<file path="config.mk">
export PLATFORM = sky130hd
export DESIGN_NAME = jk_excite_driver_flat
export DESIGN_NICKNAME = d
export VERILOG_FILES = /design/src/rtl/jk_pkg.sv /design/src/rtl/jk_excite_driver_if.sv /design/src/rtl/jk_excite_bit.sv /design/src/rtl/jk_excite_driver.sv /design/src/flat_wrapper.sv
export SDC_FILE = /design/constraint.sdc
export NUM_CORES = 1
export LEC_CHECK = 0
export ABC_AREA = 1
export BUFFER_PORTS_ARGS = -buffer_cell sky130_fd_sc_hd__buf_2
export CAP_MARGIN = 20
export CORE_UTILIZATION = 35
export CTS_CLUSTER_SIZE = 40
export DETAILED_ROUTE_END_ITERATION = 16
export GPL_ROUTABILITY_DRIVEN = 0
export PLACE_DENSITY_LB_ADDON = 0.3
export SLEW_MARGIN = 15
export SYNTH_ARGS = -nofsm -noshare
export SYNTH_HDL_FRONTEND = slang
export SYNTH_SLANG_ARGS = --single-unit
</file>
<file path="constraint.sdc">
create_clock -name clk -period 1.7 [get_ports clk]
set_clock_uncertainty 0.05 [all_clocks]
set_input_delay 0.17 -clock clk [delete_from_list [all_inputs] [get_ports clk]]
set_output_delay 0.17 -clock clk [all_outputs]
set_load 0.03 [all_outputs]
</file>
<file path="src/rtl/jk_pkg.sv">
// Shared types and the per-bit JK excitation rule for the JK bank write driver.
package jk_pkg;

  typedef enum logic [1:0] {
    StIdle,
    StDrive,
    StWait
  } state_e;

  localparam logic [1:0] JkHold   = 2'b00;
  localparam logic [1:0] JkReset  = 2'b01;
  localparam logic [1:0] JkSet    = 2'b10;
  localparam logic [1:0] JkToggle = 2'b11;

  // Returns {j, k} that moves a flop currently at q to target t.
  function automatic logic [1:0] jk_excite(input logic t, input logic q);
    if (t == q) begin
      return JkHold;
    end
    return t ? JkSet : JkReset;
  endfunction

endpackage

</file>
<file path="src/rtl/jk_excite_driver_if.sv">
// Request/response and flop-bank signals between a caller, the JK driver and the bank.
interface jk_excite_driver_if #(
    parameter int unsigned WIDTH     = 4,
    parameter int unsigned MAX_RETRY = 3
);
  localparam int unsigned RetryW = (MAX_RETRY > 0) ? $clog2(MAX_RETRY + 1) : 1;

  logic              in_valid;
  logic              in_ready;
  logic [WIDTH-1:0]  in_target;
  logic [WIDTH-1:0]  j;
  logic [WIDTH-1:0]  k;
  logic [WIDTH-1:0]  q_fb;
  logic              busy;
  logic              done;
  logic              err;
  logic [RetryW-1:0] retries;

  modport master (
    output in_valid, in_target, q_fb,
    input  in_ready, j, k, busy, done, err, retries
  );

  modport slave (
    input  in_valid, in_target, q_fb,
    output in_ready, j, k, busy, done, err, retries
  );

endinterface

</file>
<file path="src/rtl/jk_excite_bit.sv">
// One-bit JK excitation: picks hold/set/reset so the flop lands on its target.
module jk_excite_bit
  import jk_pkg::*;
(
    input  logic t_i,
    input  logic q_i,
    output logic j_o,
    output logic k_o
);

  logic [1:0] code;

  always_comb begin
    code = jk_excite(t_i, q_i);
    // A toggle would flip a flop on every DRIVE, so it is never let through.
    if (code == JkToggle) begin
      code = JkHold;
    end
  end

  assign {j_o, k_o} = code;

endmodule

</file>
<file path="src/rtl/jk_excite_driver.sv">
// Write-side driver for a JK flop bank: one excitation pulse, settle, read back, retry.
module jk_excite_driver
  import jk_pkg::*;
#(
    parameter int unsigned WIDTH     = 4,
    parameter int unsigned SETTLE    = 2,
    parameter int unsigned MAX_RETRY = 3
) (
    input logic               clk,
    input logic               reset_n,
    jk_excite_driver_if.slave bus
);

  localparam int unsigned CntW   = (SETTLE > 1) ? $clog2(SETTLE) : 1;
  localparam int unsigned RetryW = (MAX_RETRY > 0) ? $clog2(MAX_RETRY + 1) : 1;

  state_e            state_q;
  logic [WIDTH-1:0]  target_q;
  logic [WIDTH-1:0]  j_q;
  logic [WIDTH-1:0]  k_q;
  logic [CntW-1:0]   cnt_q;
  logic [RetryW-1:0] retries_q;
  logic              done_q;
  logic              err_q;

  logic [WIDTH-1:0]  exc_t;
  logic [WIDTH-1:0]  exc_j;
  logic [WIDTH-1:0]  exc_k;

  // Fresh target on accept, held target on a retry re-drive.
  assign exc_t = (state_q == StIdle) ? bus.in_target : target_q;

  for (genvar i = 0; i < WIDTH; i++) begin : g_bit
    jk_excite_bit u_bit (
      .t_i (exc_t[i]),
      .q_i (bus.q_fb[i]),
      .j_o (exc_j[i]),
      .k_o (exc_k[i])
    );
  end

  always_ff @(posedge clk or negedge reset_n) begin
    if (!reset_n) begin
      state_q   <= StIdle;
      target_q  <= '0;
      j_q       <= '0;
      k_q       <= '0;
      cnt_q     <= '0;
      retries_q <= '0;
      done_q    <= 1'b0;
      err_q     <= 1'b0;
    end else begin
      done_q <= 1'b0;
      err_q  <= 1'b0;
      unique case (state_q)
        StIdle: begin
          if (bus.in_valid) begin
            target_q  <= bus.in_target;
            retries_q <= '0;
            j_q       <= exc_j;
            k_q       <= exc_k;
            state_q   <= StDrive;
          end
        end
        StDrive: begin
          j_q     <= '0;
          k_q     <= '0;
          cnt_q   <= CntW'(SETTLE - 1);
          state_q <= StWait;
        end
        StWait: begin
          if (cnt_q != '0) begin
            cnt_q <= cnt_q - CntW'(1);
          end else if (bus.q_fb == target_q) begin
            done_q  <= 1'b1;
            state_q <= StIdle;
          end else if (retries_q < RetryW'(MAX_RETRY)) begin
            retries_q <= retries_q + RetryW'(1);
            j_q       <= exc_j;
            k_q       <= exc_k;
            state_q   <= StDrive;
          end else begin
            err_q   <= 1'b1;
            state_q <= StIdle;
          end
        end
        default: state_q <= StIdle;
      endcase
    end
  end

  assign bus.in_ready = (state_q == StIdle);
  assign bus.busy     = (state_q != StIdle);
  assign bus.j        = j_q;
  assign bus.k        = k_q;
  assign bus.done     = done_q;
  assign bus.err      = err_q;
  assign bus.retries  = retries_q;

endmodule
</file>
<file path="src/flat_wrapper.sv">
// flat-port wrapper written by rule: the top's interface ports become plain ports
module jk_excite_driver_flat import jk_pkg::*;
#(
    parameter int unsigned WIDTH     = 4,
    parameter int unsigned SETTLE    = 2,
    parameter int unsigned MAX_RETRY = 3
)
  (clk, reset_n, bus_in_valid, bus_in_target, bus_q_fb, bus_in_ready, bus_j, bus_k, bus_busy, bus_done, bus_err, bus_retries);
  jk_excite_driver_if #(.WIDTH(WIDTH), .MAX_RETRY(MAX_RETRY)) bus_i ();
  input logic clk;
  input logic reset_n;
  input wire logic [$bits(bus_i.in_valid)-1:0] bus_in_valid;
  input wire logic [$bits(bus_i.in_target)-1:0] bus_in_target;
  input wire logic [$bits(bus_i.q_fb)-1:0] bus_q_fb;
  output wire logic [$bits(bus_i.in_ready)-1:0] bus_in_ready;
  output wire logic [$bits(bus_i.j)-1:0] bus_j;
  output wire logic [$bits(bus_i.k)-1:0] bus_k;
  output wire logic [$bits(bus_i.busy)-1:0] bus_busy;
  output wire logic [$bits(bus_i.done)-1:0] bus_done;
  output wire logic [$bits(bus_i.err)-1:0] bus_err;
  output wire logic [$bits(bus_i.retries)-1:0] bus_retries;
  assign bus_i.in_valid = bus_in_valid;
  assign bus_i.in_target = bus_in_target;
  assign bus_i.q_fb = bus_q_fb;
  assign bus_in_ready = bus_i.in_ready;
  assign bus_j = bus_i.j;
  assign bus_k = bus_i.k;
  assign bus_busy = bus_i.busy;
  assign bus_done = bus_i.done;
  assign bus_err = bus_i.err;
  assign bus_retries = bus_i.retries;
  jk_excite_driver #(.WIDTH(WIDTH), .SETTLE(SETTLE), .MAX_RETRY(MAX_RETRY)) u_core (.clk(clk), .reset_n(reset_n), .bus(bus_i));
endmodule
</file>
==> impl_results.md <==
- Outcome: completed
- Top_reg_cell synth: dfrtp_1
- Yosys warns: 0
- Die footprint: roughly 0.0033 mm²
- Setup crit end kind: register
- Initial drt markers: 29
- Final Power: between 2 and 3 mW
- Register area: about 480 µm²
- Avg Vias per Cell: about 4.8
- Setup TNS: 0 ns
- Max Used Layer: met4
- Tightest Pin Transition: ~0.42 ns
- Dpl cell area: about 0.0013 mm²
- Largest net degree at the start of global routing: 20
- Post-route clock period utilization: ~90%
- H-tree depth: 1
- Post-route ant nets: 0
- Hold/Removal Path Class: input port to register
- Number of synthesized flops with an enable pin: 0
- Dpl cells: 196
- Buffers added on ports: 24
- PwrDens: between 1500 and 2000 mW/mm²
- Clock buffer depth: 2
- Rows: 19
- Synth top area share: a little over two fifths
- Multi-input gate area: between 500 and 600 µm²
- Avg WL per Cell: between 10 and 15 µm
- CTS tree: yes
- Length of routed met2 wiring: slightly above 1 mm
- Met1 wire length: about 1.0 mm
- RSZ-0062 raised after global routing: false
- Mean post-synth cell area: around 7.8 µm²
- Flop-to-flop setup slack: ~0.13 ns
- Yosys top cell by area: dfrtp_1
- Residual DRC: 0
- # diodes: 0
- GRT Total Usage: approximately 15%
- VDD IR-drop max: 903 µV
- Drt pass-1 iters: 4
- Post-Syn Nets: between 150 and 200
- Synthesized area: between 0.001 and 0.0015 mm²
- Fin. max-slew vios: 0
- CP Capture Point: u_core.bus.k[0]$_DFFE_PN0P_
- Number of buffers created by CTS: 3
- Die width: slightly below 60 µm
- Worst Reg-to-Reg Cells: 7
- End of the worst register-to-register path: u_core.bus.k[0]$_DFFE_PN0P_
- Crit. Startpoint: u_core.state_q[0]$_DFFE_PN0P_
- Worst Path Required: approximately 1.9 ns
- Critical Path AT: ~1.8 ns
- Met3 WL post-DR: about 110 µm
- Root Buffer: clkbuf_4
- Initial antenna violation count: 0
- Max-Cap Viols: 0
- Ranking of synthesized cells by area: dfrtp_1, nand2_1, ha_1
- Post-synthesis sequential area ratio: between 40 and 50%
- Fill count: about 290
- Fmax: 637 MHz
- Initial cell density of the core: between 30% and 40%
- FFs w/ async S/R, synth: 100%
- Vias in the first global route: between 900 and 1000
- Design area: 0.00133 mm²
- Critical Path Fanout Max: 7
- Core Area: 0.00285 mm²
- Synth cell types: 20
- CP Launch Type: register
- Routed wire length: 2.23 mm
- Final Hold Viols: 0
- Hold Path Depth: 3
- Max-slew headroom: a little under three quarters
- GRT overflow: 0
- Layout Nets: between 150 and 200
- Post-DP HPWL: 1.78 mm
- Area grow syn2layout: 22.3%
- Non-filler cells, final: 203
- Worst-path clk slew: roughly 0.11 ns
- Die Span Y: 57.7 µm
- Total number of vias: just under 1000
- Worst min-delay path startpoint: bus_in_target[0]
- FF+latch count, synth: 19
- I/O Pins: 25
- Layout cells sized above 1: 27.9%
- Final setup violating endpoints: 0
- Mapped Cells: 140
- First-pass GRT wire length: 3.88 mm
- Clock latency on the worst-skew pair: 0.30 ns
- Clock Sinks: 19
- Crit path kind: register to register
- Min Tclk post-route: 1.57 ns
- R2r startpoint: u_core.state_q[0]$_DFFE_PN0P_
- Pleak: about 0.75 nW
==> area by class of cell <==
class / instances / share of cell area [%]
Inverter: 14 / 3.95
Timing Repair Buffer: 31 / 13.2
Tap cell: 31 / 2.92
Clock inverter: 1 / 0.376
Multi-Input combinational cell: 104 / 42.1
Clock buffer: 3 / 1.69
Sequential cell: 19 / 35.7
==> cell usage after synthesis (2+ instances only) <==
master,n
a21oi_1,6
dfrtp_1,19
ha_1,6
inv_1,12
inv_2,2
nand2_1,50
nand4_1,10
nor2_1,15
nor2_2,3
nor3_1,4
o21ai_0,4
==> sequential cells by signal, summed over array words and instances, names as in the netlist <==
register,count
u_core.bus.done,1
u_core.bus.err,1
u_core.bus.j,4
u_core.bus.k,4
u_core.bus.retries,2
u_core.cnt_q,1
u_core.state_q,2
u_core.target_q,4
==> per-layer routing <==
layer / GRT usage (%) / up-vias
li1: - / 512
met1: 19.2 / 438
met2: 22.8 / 27
met3: 3.79 / 4
met4: 10.2 / 0
met5: 0 / -
==> worst min path at each step <==
stage / endpoint / slack (ns)
final: u_core.target_q[0]$_DFFE_PN0P_ / 0.08
after global routing: u_core.target_q[0]$_DFFE_PN0P_ / 0.07
after floorplan: u_core.bus.done$_DFF_PN0_ / -0.18
after CTS: u_core.target_q[0]$_DFFE_PN0P_ / 0.07
after detailed placement: u_core.bus.j[2]$_DFFE_PN0P_ / 0.08
after global placement: u_core.bus.k[3]$_DFFE_PN0P_ / 0.08
==> layout by cell type (no fill, tap or decap), drive strengths merged <==
| cell type | instances |
|---|---|
| dlygate4sd3 | 1 |
| o21ai | 5 |
| nand2 | 50 |
| nand4 | 10 |
| inv | 14 |
| ha | 6 |
| dfrtp | 19 |
| a21oi | 7 |
| nor3 | 4 |
| buf | 30 |
| nor3b | 1 |
| nand3 | 3 |
| nor2 | 18 |
| clkbuf | 3 |
| clkinv | 1 |
==> through the flow <==
step                setup slack, ns  hold WS, ns  utilization (%)
finish                        0.130       0.0794             46.6
floorplan                    0.0110       -0.176                -
global route                 0.0144       0.0695             46.6
global placement              0.139       0.0785             44.0
CTS                          0.0721       0.0737             45.3
detailed placement           0.0862       0.0832             44.0
==> critical path, stage by stage, from the launching register on <==
cell and delay, ns:
dfrtp_1 0.39, inv_1 0.12, ha_2 0.28, nor2_2 0.08, a21oi_4 0.25, buf_4 0.16, nand4_1 0.09, nand2_1 0.08
==> cells by family (layout without fill, tap and decap cells) <==
family	after synthesis	after routing	synth area share, %
DFF	19	19	43.7
and+or+nand+nor	86	86	35.4
AOI/OAI and AO/OA	12	12	6.91
buffers and inverters	17	49	7.02
adders and majority gates	6	6	6.90
==> report_power, final <==
part	internal (mW)	total, mW	leakage [nW]	switching (mW)
logic	0.604	1.64	0.496	1.03
clock network	0.0876	0.228	0.0177	0.140
registers	0.615	0.707	0.238	0.0925
total	1.31	2.57	0.752	1.27
==> timing repair <==
action                                  in CTS  in global routing
hold endpoints to repair                    19                  0
hold buffers                                 1                  0
resized for setup                            0                  8
endpoints found under the setup margin       0                 11
setup buffers                                0                  2
No activity file was read; power rests on OpenSTA's default activity.
